--- src/rtl/bcd_digit_counter_pkg.sv ---
// bcd_digit_counter_pkg
// Shared constants and helpers for the BCD counter and the display
// decoders downstream of it.
//   DIGIT_W        : nibble width of one BCD digit
//   BCD_MAX/BCD_MIN: legal digit range
//   bcd_sanitize() : maps an out-of-range nibble to BCD_MIN
//   presc_width()  : prescaler register width for a given divide ratio
package bcd_digit_counter_pkg;

    localparam int DIGIT_W = 4;

    localparam logic [DIGIT_W-1:0] BCD_MAX = 4'd9;
    localparam logic [DIGIT_W-1:0] BCD_MIN = 4'd0;

    function automatic logic [DIGIT_W-1:0] bcd_sanitize(input logic [DIGIT_W-1:0] nibble);
        return (nibble > BCD_MAX) ? BCD_MIN : nibble;
    endfunction

    // A divide-by-1 prescaler still needs a 1-bit register to stay legal.
    function automatic int presc_width(input int div);
        return (div > 1) ? $clog2(div) : 1;
    endfunction

endpackage

--- src/rtl/bcd_digit_counter_cell.sv ---
// bcd_digit_cell
// One decimal digit register of the cascaded counter.
//   clk, reset     : clock, synchronous active-high reset
//   clear          : synchronous clear to 0 (same effect as reset)
//   load           : load load_nibble (values >9 load as 0)
//   load_nibble    : parallel load value for this digit
//   step           : advance this digit by one in direction up
//   up             : 1 = increment, 0 = decrement
//   q              : current digit value, always 0..9
//   carry          : step is active and this digit rolls over (9 up / 0 down)
module bcd_digit_cell
    import bcd_digit_counter_pkg::*;
(
    input  logic               clk,
    input  logic               reset,
    input  logic               clear,
    input  logic               load,
    input  logic [DIGIT_W-1:0] load_nibble,
    input  logic               step,
    input  logic               up,
    output logic [DIGIT_W-1:0] q,
    output logic               carry
);

    always_comb begin
        carry = step & (up ? (q == BCD_MAX) : (q == BCD_MIN));
    end

    always_ff @(posedge clk) begin
        if (reset || clear) begin
            q <= BCD_MIN;
        end else if (load) begin
            q <= bcd_sanitize(load_nibble);
        end else if (step) begin
            if (up) begin
                q <= (q == BCD_MAX) ? BCD_MIN : q + DIGIT_W'(1);
            end else begin
                q <= (q == BCD_MIN) ? BCD_MAX : q - DIGIT_W'(1);
            end
        end
    end

endmodule

--- src/rtl/bcd_digit_counter.sv ---
// bcd_digit_counter
// Multi-digit decimal up/down counter with a clock-enable prescaler,
// synchronous clear and parallel load. Feeds the seven-segment decoders.
//   NUM_DIGITS : cascaded digits (1..8)
//   TICK_DIV   : enabled clock cycles per count step (>= 1)
//   clk, reset : clock, synchronous active-high reset
//   en         : count enable; low freezes prescaler and digits
//   up         : direction sampled at each tick (1 = up)
//   clear      : synchronous clear of digits and prescaler
//   load       : synchronous parallel load from load_val
//   load_val   : nibble k -> digit k, digit 0 least significant
//   digits     : registered BCD count, same ordering as load_val
//   wrap       : one-cycle pulse when the whole count rolls over
module bcd_digit_counter
    import bcd_digit_counter_pkg::*;
#(
    parameter int NUM_DIGITS = 4,
    parameter int TICK_DIV   = 50_000_000
)
(
    input  logic                          clk,
    input  logic                          reset,
    input  logic                          en,
    input  logic                          up,
    input  logic                          clear,
    input  logic                          load,
    input  logic [DIGIT_W*NUM_DIGITS-1:0] load_val,
    output logic [DIGIT_W*NUM_DIGITS-1:0] digits,
    output logic                          wrap
);

    localparam int            PW         = presc_width(TICK_DIV);
    localparam logic [PW-1:0] PRESC_LAST = PW'(TICK_DIV - 1);

    logic [PW-1:0]         presc;
    logic                  tick;
    logic [NUM_DIGITS-1:0] step;
    logic [NUM_DIGITS-1:0] carry;

    // With TICK_DIV = 1 the prescaler is pinned at 0 and tick follows en.
    assign tick = en && (presc == PRESC_LAST);

    always_ff @(posedge clk) begin
        if (reset || clear || load) begin
            presc <= '0;
        end else if (tick) begin
            presc <= '0;
        end else if (en) begin
            presc <= presc + PW'(1);
        end
    end

    // Ripple enable: digit k steps only when every lower digit rolls over.
    genvar k;
    generate
        for (k = 0; k < NUM_DIGITS; k++) begin : g_digit
            if (k == 0) begin : g_lsd
                assign step[k] = tick;
            end else begin : g_upper
                assign step[k] = step[k-1] & carry[k-1];
            end

            bcd_digit_cell u_cell (
                .clk         (clk),
                .reset       (reset),
                .clear       (clear),
                .load        (load),
                .load_nibble (load_val[DIGIT_W*k +: DIGIT_W]),
                .step        (step[k]),
                .up          (up),
                .q           (digits[DIGIT_W*k +: DIGIT_W]),
                .carry       (carry[k])
            );
        end
    endgenerate

    // Cells already give clear/load priority over step, but the top carry
    // is still combinationally live in those cycles, so mask it here.
    always_ff @(posedge clk) begin
        if (reset || clear || load) begin
            wrap <= 1'b0;
        end else begin
            wrap <= carry[NUM_DIGITS-1];
        end
    end

endmodule

--- config.mk ---
export PLATFORM = sky130hd
export DESIGN_NAME = bcd_digit_counter
export DESIGN_NICKNAME = d
export VERILOG_FILES = /design/src/rtl/bcd_digit_counter_pkg.sv /design/src/rtl/bcd_digit_counter_cell.sv /design/src/rtl/bcd_digit_counter.sv
export SDC_FILE = /design/constraint.sdc
export NUM_CORES = 1
export LEC_CHECK = 0
export BUFFER_PORTS_ARGS = -buffer_cell sky130_fd_sc_hd__buf_2
export CAP_MARGIN = 20
export CORE_MARGIN = 3
export CORE_UTILIZATION = 40
export CTS_BUF_LIST = sky130_fd_sc_hd__clkbuf_16
export DETAILED_ROUTE_END_ITERATION = 16
export HOLD_SLACK_MARGIN = 0.12
export PLACE_DENSITY = 0.66
export SYNTH_ARGS = -nofsm -noshare
export SYNTH_HDL_FRONTEND = slang
export SYNTH_SLANG_ARGS = --single-unit
--- constraint.sdc ---
create_clock -name clk -period 3.6 [get_ports clk]
set_input_delay 0.36 -clock clk [delete_from_list [all_inputs] [get_ports clk]]
set_output_delay 0.36 -clock clk [all_outputs]
set_load 0.01 [all_outputs]
Word-level counts from Yosys, hierarchy flattened
Index checks and enable logic that the tools add are counted.

$add $sub $neg: 9. Magnitude comparators: 4. Equal/unequal tests: 5. Muxes and demuxes: 28. Bitwise operators: 7. Reduce and logical (&&, ||, !) cells: 12.

Operators with widths (number): $mux W4 (24); $add A26 B1 Y26 const B (1); $eq A26 B26 Y1 const B (1); $add A4 B1 Y4 const B (4); $eq A4 B4 Y1 const B (4); $gt A4 B4 Y1 const B (4); $logic_not A4 Y1 (4); $sub A4 B1 Y4 const B (4); $reduce_bool A2 Y1 (4); $and A1 B1 Y1 (7); $mux W1 (4); $logic_or A1 B1 Y1 (2); $reduce_or A2 Y1 (1); $logic_and A1 B1 Y1 (1).

Flip-flop bits (word level): 43. Input port bits: 22. Word-level logic and storage cells: 71.

Depth between registers and ports, before layout
Depth in word-level cells: 10. Mapped depth: 7.

Hierarchy
Synthesis repeated with hierarchy kept, for this count alone.

Cell total of the unflattened synthesis: 360. Area, all modules: 2950.3 µm².

By module, submodules not included: bcd_digit_cell (times used 4, cells each 49, area an instance 391.6 µm², seq. area each 80.1 µm²); bcd_digit_counter (times used 1, cells each 164, area an instance 1383.8 µm², seq. area each 540.5 µm²).

Worst setup path after synthesis
No wires, ideal clock.

Kind: register to register. Start: register presc[0]. End: register g_digit[2].u_cell.q[2]. Library setup time: 133 ps. Arrival: 1967 ps. Data required time: 3467 ps. Path slack: 1500 ps. Stages on the path, launching flop included: 8. Path buffers: 1. Cell sequence: dfxtp_1 -> ha_1 -> inv_1 -> or4_4 -> nor4b_4 -> buf_6 -> mux2i_1 -> a221oi_2.

Cells in the longest elaborated chain, start to end: 7.

RTL lines: start, declared (line bcd_digit_counter.sv:35) `logic [PW-1:0] presc;`; start signal, assigned (line bcd_digit_counter.sv:49) `presc <= presc + PW'(1);`; $eq A26 B26 Y1 * (line bcd_digit_counter.sv:41) `assign tick = en && (presc == PRESC_LAST);`; $logic_and A1 B1 Y1 * (line bcd_digit_counter.sv:41); $and A1 B1 Y1 (line bcd_digit_counter_cell.sv:26) `carry = step & (up ? (q == BCD_MAX) : (q == BCD_MIN));`; $and A1 B1 Y1 * (line bcd_digit_counter.sv:60) `assign step[k] = step[k-1] & carry[k-1];`; $and A1 B1 Y1 (line bcd_digit_counter_cell.sv:26); $and A1 B1 Y1 * (line bcd_digit_counter.sv:60); $reduce_bool A2 Y1 (no line) *; end signal, assigned (line bcd_digit_counter_cell.sv:33) `q <= bcd_sanitize(load_nibble);`; end signal, assigned (line bcd_digit_counter_cell.sv:36) `q <= (q == BCD_MAX) ? BCD_MIN : q + DIGIT_W'(1);`; end signal, assigned (line bcd_digit_counter_cell.sv:38) `q <= (q == BCD_MIN) ? BCD_MAX : q - DIGIT_W'(1);`; end, declared (line bcd_digit_counter_cell.sv:21) `output logic [DIGIT_W-1:0] q,`.

Every way passes the cells marked *; elsewhere a longest branch is shown, timed or not. A chain may end at the register's enable or synchronous reset.

Final worst setup path
Start: register presc[0]. End: register g_digit[2].u_cell.q[1].

The elaborated chain is that of the path after synthesis.

==> flow_summary.yaml <==
synth:
  synth_warnings: 0
  synth.largest_area_cell: "dfxtp_1"
  syn_nets: 371
  synthTopCellsByCount: "dfxtp_1 (43), nor2_1 (43), xnor2_1 (22)"
  async_flop_share_pct: 0
  synth_area_leaders: "dfxtp_1 (31%), xnor2_1 (6.9%), nor2_1 (5.8%)"
  synth_top_area_share_pct: 30.7
  synth_seq_cells: 43
  netlist_instances: 348
  syn_area_per_cell_um2: 8.05
  synthFlopType: "dfxtp_1"
  ys_seq_area_share_pct: 30.7
  netlist_area_mm2: 0.00280
  synth.distinct_cells: 65
  synth_edf_count: 0
worst_setup_path:
  required_ns: 3.77
  cp_cell_sequence: "ha_1 > inv_1 > or4_4 > nor4b_4 > a21boi_1 > o311a_1"
  path_buf_inv: 1
  path_max_fanout: 12
  end_kind: "flip-flop"
  r2r_end: "g_digit[2].u_cell.q[1]$_SDFFE_PP0P_"
  critPathArrivalTime_ns: 2.70
  critPathSlowestCell: "nor4b_4"
  critical_path_class: "flip-flop to flip-flop"
  endpoint: "g_digit[2].u_cell.q[1]$_SDFFE_PP0P_"
  r2r-start: "presc[0]$_SDFFE_PP0P_"
  cp.depth: 6
  startpoint: "presc[0]$_SDFFE_PP0P_"
  ff2ff_path_depth: 6
  critical_path.top_delay_family: "simple AND/OR/NAND/NOR gates"
  reg2reg_setup_slack_ns: 1.07
  slowest_delay_ns: 0.64
  start_kind: "flip-flop"
route:
  wire_per_inst_um: 13.8
  drc: 0
  vias: 2583
  postRouteAntennaNets: 0
  totalWireLength_um: 6410
  dr.pass1.iters: 4
  routed_via_density: 5.57
  drt_iter0_drc: 73
cts:
  worst_setup_hold_path_clk_slew_ns: 0.06
  cts_tree: "done"
  h-tree-depth: 2
  cts-resized-gates: 0
  cts_setup_buffers: 0
  clk_latency_ns: 0.28
  cts.root.buffer_cell: "clkbuf_16"
  cts_hold_buffers: 0
  numClockSinks: 43
  cts_buffers: 5
  cts_buffer_depth: 2
grt:
  grt_pass1_vias: 2345
  gr-total-overflow: 0
  grtUsageTotal_pct: 17.2
  grt_pass1_wl_um: 10900
  grt_max_degree: 29
  antenna_found_initial: 0
floorplan:
  coreArea_mm2: 0.00657
  ios: 39
  dieHeight_um: 89.7
  die_w_um: 89.7
  initial_utilization_pct: 42.6
  rows: 29
  die-area_mm2: 0.00804
placed_design:
  dp_hpwl_um: 4460
  gp_congestion: 0.858
  io_buffers: 38
sta:
  fmax_mhz: 395
  setup_viol: 0
  period_minus_slack_ns: 2.53
  worst_pin_slew_ns: 0.876
  skew_ns: 0.00818
  grt_setup_unrepaired: "false"
  hold_slack_ns: 0.349
  period_share_pct: 70.3
  slew_viol_final: 0
  hold_viol: 0
  finalSetupTns_ns: 0
  maxSlewHeadroom_pct: 41.5
final_layout:
  final_nets: 393
  nFillCells: 645
  drive_gt1_share_pct: 19.1
  area_growth_pct: 12.0
  num_antenna_cells: 0
power:
  peakVddDrop_v: 0.000240
  power.total_mw: 1.10
  power.density_mw_per_mm2: 352
  leakagePower_nw: 1.10
worst_hold_path:
  hold_path_class: "input port to flip-flop"
job:
  drv_cap: 0
outcome:
  outcome: "completed"
[per-layer routing]
| layer | global-route usage (%) | wire (um) |
|---|---|---|
| met1 | 21.9 | 3020 |
| met2 | 29.1 | 3090 |
| met3 | 3.10 | 230 |
| met4 | 5.82 | 69 |
| met5 | 0 | 0 |
[cells by family after synthesis]
| group | count (synthesis) | synth area share, % |
|---|---|---|
| simple gates | 156 | 32.1 |
| buf+inv | 37 | 6.93 |
| mux | 5 | 1.79 |
| fa+ha+maj | 1 | 0.447 |
| flops | 43 | 30.7 |
| compound gates | 74 | 18.0 |
| xor+xnor | 32 | 10.0 |
[worst min path at each step]
stage,start,endpoint,slack (ns),cells past startpoint
after CTS,load_val[14],g_digit[3].u_cell.q[2]$_SDFFE_PP0P_,0.34,3
final,load_val[14],g_digit[3].u_cell.q[2]$_SDFFE_PP0P_,0.35,3
after floorplan,presc[25]$_SDFFE_PP0P_,presc[25]$_SDFFE_PP0P_,0.50,2
after detailed placement,presc[25]$_SDFFE_PP0P_,presc[25]$_SDFFE_PP0P_,0.54,2
after global placement,presc[1]$_SDFFE_PP0P_,presc[1]$_SDFFE_PP0P_,0.53,2
after global routing,load_val[14],g_digit[3].u_cell.q[2]$_SDFFE_PP0P_,0.37,3
[layout by cell type (no fill, tap or decap), types with 10 or more instances in the layout]
| cell | n |
|---|---|
| nand3_1 | 18 |
| xnor2_1 | 22 |
| xor2_1 | 10 |
| nor2_1 | 43 |
| buf_2 | 38 |
| nand2_1 | 18 |
| dfxtp_1 | 43 |
| inv_1 | 12 |
| nor3_1 | 15 |
| a21oi_1 | 14 |
| o21ai_0 | 14 |
[tightest hold or removal path: stages]
cell     delay [ns]
buf_2          0.11
nand4_1        0.06
o21ai_1        0.06
[registers in the layout (all words and copies together), names as in the netlist]
| register | cells |
|---|---|
| g_digit.u_cell.q | 16 |
| presc | 26 |
| wrap | 1 |
[through the flow]
stage / cells / setup WS (ns) / cell area [um2] / utilization (%)
global placement: 456 / 1.10 / 2970 / 45.3
global route: 464 / 0.893 / 3140 / 47.8
detailed placement: 456 / 1.02 / 2970 / 45.3
finish: 464 / 1.07 / 3140 / 47.8
CTS: 464 / 1.07 / 3140 / 47.8
floorplan: 348 / 1.50 / 2800 / -
[area by class of cell]
| class | count | area (um2) | area share, % |
|---|---|---|---|
| multi-input combinational | 268 | 1750 | 55.6 |
| inverter | 12 | 45.0 | 1.44 |
| clock inverter | 3 | 38.8 | 1.24 |
| tap | 93 | 116 | 3.71 |
| clock buffer | 5 | 125 | 3.99 |
| sequential | 43 | 861 | 27.4 |
| timing repair buffer | 40 | 205 | 6.54 |
[power by group]
part	internal, mW	leakage, nW	total (mW)	switching (mW)
logic	0.0425	0.671	0.0992	0.0568
clock network	0.324	0.0812	0.509	0.185
registers	0.481	0.348	0.495	0.0140
Power figures use the tool's default switching activity.
